<file path="src/rtl/alu_share_arbiter.sv">
// Round-robin arbiter sharing one combinational ALU between NUM_REQ valid/ready requesters.
// Optional statistics counters are enabled by defining ALU_ARB_STATS_EN.
package alu_share_arbiter_pkg;
    typedef logic [31:0] word_t;
    typedef enum logic [3:0] {
        ALU_ADD = 4'd0,
        ALU_SUB = 4'd1,
        ALU_AND = 4'd2,
        ALU_OR  = 4'd3,
        ALU_XOR = 4'd4,
        ALU_SLT = 4'd5,
        ALU_SLL = 4'd6,
        ALU_SRL = 4'd7
    } alu_op_t;
endpackage

module alu_share_arbiter
    import alu_share_arbiter_pkg::*;
#(
    parameter int NUM_REQ = 2,
    localparam int GRANT_W = $clog2(NUM_REQ)
) (
    input  logic               clk,
    input  logic               rst_n,
    input  logic [NUM_REQ-1:0] req_valid,
    output logic [NUM_REQ-1:0] req_ready,
    input  alu_op_t            req_alu_op [NUM_REQ],
    input  word_t              req_in_a   [NUM_REQ],
    input  word_t              req_in_b   [NUM_REQ],
    output logic [NUM_REQ-1:0] rsp_valid,
    input  logic [NUM_REQ-1:0] rsp_ready,
    output word_t              rsp_result,
    output logic               rsp_zero,
    output alu_op_t            alu_op,
    output word_t              alu_in_a,
    output word_t              alu_in_b,
    input  word_t              alu_result,
    input  logic               alu_zero,
    output logic               busy,
    output logic [GRANT_W-1:0] grant_id
`ifdef ALU_ARB_STATS_EN
    ,
    output logic [15:0]        stat_grant_cnt [NUM_REQ],
    output logic [15:0]        stat_stall_cnt
`endif
);

    localparam logic [1:0] ST_IDLE  = 2'd0;
    localparam logic [1:0] ST_ISSUE = 2'd1;
    localparam logic [1:0] ST_RESP  = 2'd2;

    logic [1:0]         state;
    logic [GRANT_W-1:0] last_grant;
    alu_op_t            op_q;
    word_t              a_q;
    word_t              b_q;
    word_t              result_q;
    logic               zero_q;

    logic [GRANT_W-1:0] arb_base;
    logic [GRANT_W-1:0] arb_winner;
    logic [GRANT_W-1:0] cand;
    logic               arb_en;
    logic               arb_found;

    // In RESP the search already uses the priority the pending handshake will install.
    always_comb begin
        arb_base   = (state == ST_RESP) ? grant_id : last_grant;
        arb_en     = (state == ST_IDLE) || ((state == ST_RESP) && rsp_ready[grant_id]);
        arb_found  = 1'b0;
        arb_winner = '0;
        cand       = '0;
        for (int k = 1; k <= NUM_REQ; k++) begin
            cand = GRANT_W'((int'(arb_base) + k) % NUM_REQ);
            if (!arb_found && req_valid[cand]) begin
                arb_found  = 1'b1;
                arb_winner = cand;
            end
        end
    end

    always_comb begin
        req_ready = '0;
        rsp_valid = '0;
        if (arb_en && arb_found) begin
            req_ready[arb_winner] = 1'b1;
        end
        if (state == ST_RESP) begin
            rsp_valid[grant_id] = 1'b1;
        end
    end

    always_ff @(posedge clk) begin
        if (!rst_n) begin
            state      <= ST_IDLE;
            last_grant <= GRANT_W'(NUM_REQ - 1);
            grant_id   <= '0;
            op_q       <= ALU_ADD;
            a_q        <= '0;
            b_q        <= '0;
            result_q   <= '0;
            zero_q     <= 1'b0;
        end else begin
            case (state)
                ST_IDLE: begin
                    if (arb_found) begin
                        op_q     <= req_alu_op[arb_winner];
                        a_q      <= req_in_a[arb_winner];
                        b_q      <= req_in_b[arb_winner];
                        grant_id <= arb_winner;
                        state    <= ST_ISSUE;
                    end
                end
                ST_ISSUE: begin
                    result_q <= alu_result;
                    zero_q   <= alu_zero;
                    state    <= ST_RESP;
                end
                ST_RESP: begin
                    if (rsp_ready[grant_id]) begin
                        last_grant <= grant_id;
                        if (arb_found) begin
                            op_q     <= req_alu_op[arb_winner];
                            a_q      <= req_in_a[arb_winner];
                            b_q      <= req_in_b[arb_winner];
                            grant_id <= arb_winner;
                            state    <= ST_ISSUE;
                        end else begin
                            state <= ST_IDLE;
                        end
                    end
                end
                default: state <= ST_IDLE;
            endcase
        end
    end

    assign alu_op     = op_q;
    assign alu_in_a   = a_q;
    assign alu_in_b   = b_q;
    assign rsp_result = result_q;
    assign rsp_zero   = zero_q;
    assign busy       = (state == ST_ISSUE) || (state == ST_RESP);

`ifdef ALU_ARB_STATS_EN
    logic any_stall;

    always_comb begin
        any_stall = 1'b0;
        for (int i = 0; i < NUM_REQ; i++) begin
            if (req_valid[i] && !req_ready[i]) begin
                any_stall = 1'b1;
            end
        end
    end

    // Counters stick at 0xFFFF rather than wrapping.
    always_ff @(posedge clk) begin
        if (!rst_n) begin
            stat_stall_cnt <= '0;
            for (int i = 0; i < NUM_REQ; i++) begin
                stat_grant_cnt[i] <= '0;
            end
        end else begin
            if (any_stall && (stat_stall_cnt != 16'hFFFF)) begin
                stat_stall_cnt <= stat_stall_cnt + 16'd1;
            end
            for (int i = 0; i < NUM_REQ; i++) begin
                if (req_valid[i] && req_ready[i] && (stat_grant_cnt[i] != 16'hFFFF)) begin
                    stat_grant_cnt[i] <= stat_grant_cnt[i] + 16'd1;
                end
            end
        end
    end
`endif

endmodule

</file>
<file path="config.mk">
export PLATFORM = sky130hd
export DESIGN_NAME = alu_share_arbiter
export DESIGN_NICKNAME = d
export VERILOG_FILES = /design/src/rtl/alu_share_arbiter.sv
export SDC_FILE = /design/constraint.sdc
export NUM_CORES = 1
export LEC_CHECK = 0
export BUFFER_PORTS_ARGS = -buffer_cell sky130_fd_sc_hd__buf_2
export CORE_UTILIZATION = 38
export CTS_CLUSTER_DIAMETER = 80
export DETAILED_ROUTE_END_ITERATION = 7
export HOLD_SLACK_MARGIN = 0.06
export PLACE_DENSITY = 0.73
export REMOVE_ABC_BUFFERS = 1
export SETUP_SLACK_MARGIN = 0.1
export SYNTH_ARGS = -nofsm -noshare
export SYNTH_HDL_FRONTEND = slang
export SYNTH_SLANG_ARGS = --single-unit
</file>
<file path="constraint.sdc">
create_clock -name clk -period 1.8 [get_ports clk]
set_input_delay 0.36 -clock clk [delete_from_list [all_inputs] [get_ports clk]]
set_output_delay 0.36 -clock clk [all_outputs]
set_load 0.02 [all_outputs]
</file>
==> key figures <==
Run status
  • Status: finished, violations left
  • Failing checks: setup timing

Die
  • Total Die Area: between 10000 and 15000 um2
  • Initial Utilization: between 30% and 40%
  • Die width: between 100 and 150 um
  • Die span in y: around 110 um
  • Core footprint: roughly 11000 um2
  • Cell Rows: 38
  • Io pins: around 280

Pwr
  • Pwr dens: 1280 nW/um2
  • LEAKAGE: roughly 3.7 nW
  • Sw Pwr: around 3.7 mW
  • Combinational share of power: between 40 and 50%
  • Cell Int Power: around 6.2 mW
  • Clock share of power: a little under a fifth
  • Max VDD drop: between 0.6 and 0.7 mV
  • Flop pwr share: between 30% and 40%
  • Switching Fraction: a little under two fifths

Layout
  • Synth-to-Final Area Change: 74.5%
  • Ant. Diodes: 0
  • Most frequent cells in the layout: buf_2, nand2_1, dfxtp_1
  • Finished Layout Cells: approximately 1000
  • Filler cells: 799
  • Design Area, Final: roughly 7700 um2
  • Layout cell share with drive strength beyond 1: 50.9%
  • Fin nets: 1033
  • FF/Latch Area: 2110 um2
  • Most common cell after layout, fill and taps aside: buf_2
  • Area of the multi-input gates: about 2300 um2

Detailed routing
  • Drt first pass iters: 4
  • DR vias: 5157
  • Via/cell ratio: between 5 and 6
  • Remaining DRCs: 0
  • WL final: between 15000 and 20000 um
  • Post-DR wirelength/cell: approximately 17 um
  • Final antenna-violating net count: 0
  • Starting DRC count in detailed routing: between 200 and 300

GRT
  • GRT Residual Overflow: 0
  • First-pass GRT wire length: around 24000 um
  • Initial antenna violation count: 0
  • Vias in the first global route: 4843
  • Gr usage total: roughly a quarter
  • Largest net degree at the start of global routing: 61

Logic synthesis
  • Yosys warnings: 0
  • Main combinational cell family by area after synthesis: compound AO/OA/AOI/OAI gates
  • FF+latch count, synth: about 110
  • Synth Area in Compound Gates: 19.2%
  • Proportion of synthesized area in mux cells: under 10%
  • Synthesized cell area: 4390 um2
  • Register area share after synthesis: a little under half
  • Synth Area in Simple Gates: about 18%
  • Mapped Cells: 526
  • Post-synth cell types: 20
  • Syn Area/Cell: 8.34 um2
  • Xor/xnor share of the synthesized area: 0%
  • Largest area contributor in the synthesized netlist: dfxtp_1
  • Dominant cells by area after synthesis: dfxtp_1, nand2_1, a31oi_1, mux2i_1, o21ai_1
  • Top cell type's share of synthesized area: about 48%
  • Post-synthesis adder-cell area fraction: under 10%

STA
  • Clock skew: 0.00772 ns
  • Final Hold Fails: 0
  • Max Clk Rate: between 400 and 500 MHz
  • Crit share post-route: 113%
  • Slew HR: between 50% and 60%
  • Final setup fails: 73
  • Min Clock Period, post-route: 2.03 ns
  • Hold slack: 0.262 ns
  • RSZ-0062 raised after global routing: true
  • Pins over their slew limit: 0
  • Worst Slack Setup Final: -0.227 ns
  • Worst Max-Slew Pin Slew: roughly 0.62 ns

Clock tree
  • CTS H-Tree Depth: 3
  • Worst-case clock buffer depth: 2
  • Clk slew on worst S/H paths: approximately 0.07 ns
  • TritonCTS clock tree: yes
  • Num Clock Sinks: approximately 110
  • Worst skew pair latency: approximately 0.34 ns
  • Total CTS buffers: 9
  • Cts hold-fix bufs: 0
  • Clock root cell: clkbuf_16

Setup path
  • Cell chain of the critical path: inv_2, ha_4, mux2_4, a21o_4, nor2_4, buf_6
  • Critical path endpoint category: primary output
  • R2r worst-path depth: 11
  • Worst Path Required: between 1 and 1.5 ns
  • Setup CP Type: flop to primary output
  • WP data arrival: around 1.7 ns
  • Delay of the slowest cell on the worst path: 0.33 ns
  • Crit path max-delay cell type: mux2_4
  • Worst Path Max Fanout: 3
  • Startpoint Class: flop

Hold path
  • Hold Path Class: primary input to flop
  • Hold depth: 3

Placement
  • DP Area: 6040 um2
  • Placed Cells: 927
  • Routability cong.: 0.869
  • I/O Buffers: roughly 280
  • Setup WS pre-CTS: -0.0463 ns
  • DP HPWL: between 9000 and 10000 um

Run
  • Max capacitance violation total: 0
-- sequential cells by signal, indices dropped and copies added (netlist names) --
name / cells
alu_in_a: 32
alu_in_b: 32
rsp_result: 32
alu_op: 4
state: 2
grant_id: 1
last_grant: 1
rsp_zero: 1
-- layer usage --
layer	vias up	GRT usage, %	share of wire [%]
met5	-	0	0
met4	0	10.3	3.1
met3	39	6.46	8.0
met2	268	47.5	49
met1	2376	29.8	40
li1	2474	-	-
-- power by group through the flow --
stage	clock [mW]	sequential, mW	combinational, mW
5_1_grt	2.03	3.20	5.08
4_1_cts	1.92	3.14	4.74
2_1_floorplan	0	3.66	1.22
3_5_place_dp	0	3.13	3.16
3_3_place_gp	0	3.12	3.09
6_report	1.89	3.15	4.79
-- cell usage after synthesis (all sizes together) --
master and n:
buf 23, nor2b 37, ha 6, mux2i 36, nor2 6, mux2 1
clkbuf 22, o21ai 73, a21o 1, a31oi 68, a21oi 4, dfxtp 105
a22oi 1, nand2 138, and2 1, a211oi 1, inv 3
-- final cells by class --
type                       count  share of cell area, %
sequential                   105                   27.5
clock inverter                 6                  0.670
multi-input combinational    373                   30.3
clock buffer                  10                   3.12
tap                          140                   2.29
timing repair buffer         360                   36.0
inverter                       3                  0.147
-- final timing paths --
kind,from,endpoint,slack (ns)
worst max-delay path,state[0],req_ready[1],-0.23
worst min-delay path,req_in_a[17],alu_in_a[17],0.26
worst max register to register,state[0],alu_in_a[18],-0.16
worst min register to register,rsp_result[11],rsp_result[11],0.51
-- kinds of logic after synthesis --
logic type,Yosys count
fa+ha+maj,6
mux,37
flops,105
simple gates,182
compound gates,148
buf+inv,48
-- timing repair --
action | 4_1_cts | 5_1_grt
gates resized for setup | 114 | 17
gates cloned | 20 | 3
buffers inserted | 27 | 9
endpoints found under the setup margin | 74 | 74
pin swaps | 45 | 40
-- stage by stage --
step	power [mW]	util, %	setup TNS (ns)
floorplan	4.88	-	-247.22
global placement	6.21	54.8	0
detailed placement	6.29	54.8	-0.805
CTS	9.79	68.6	-2.28
global route	10.3	69.4	-11.18
finish	9.83	69.4	-5.62
-- worst max-delay path, delay by kind of cell (launching register included) --
kind,cells,cell delay (ns)
AO/OA/AOI/OAI,1,0.23
adder cells (fa/ha/maj),1,0.15
buffers and inverters,2,0.20
flip-flops,1,0.32
multiplexers,1,0.33
AND/OR/NAND/NOR,1,0.09
(Power assumes the default switching activity.)
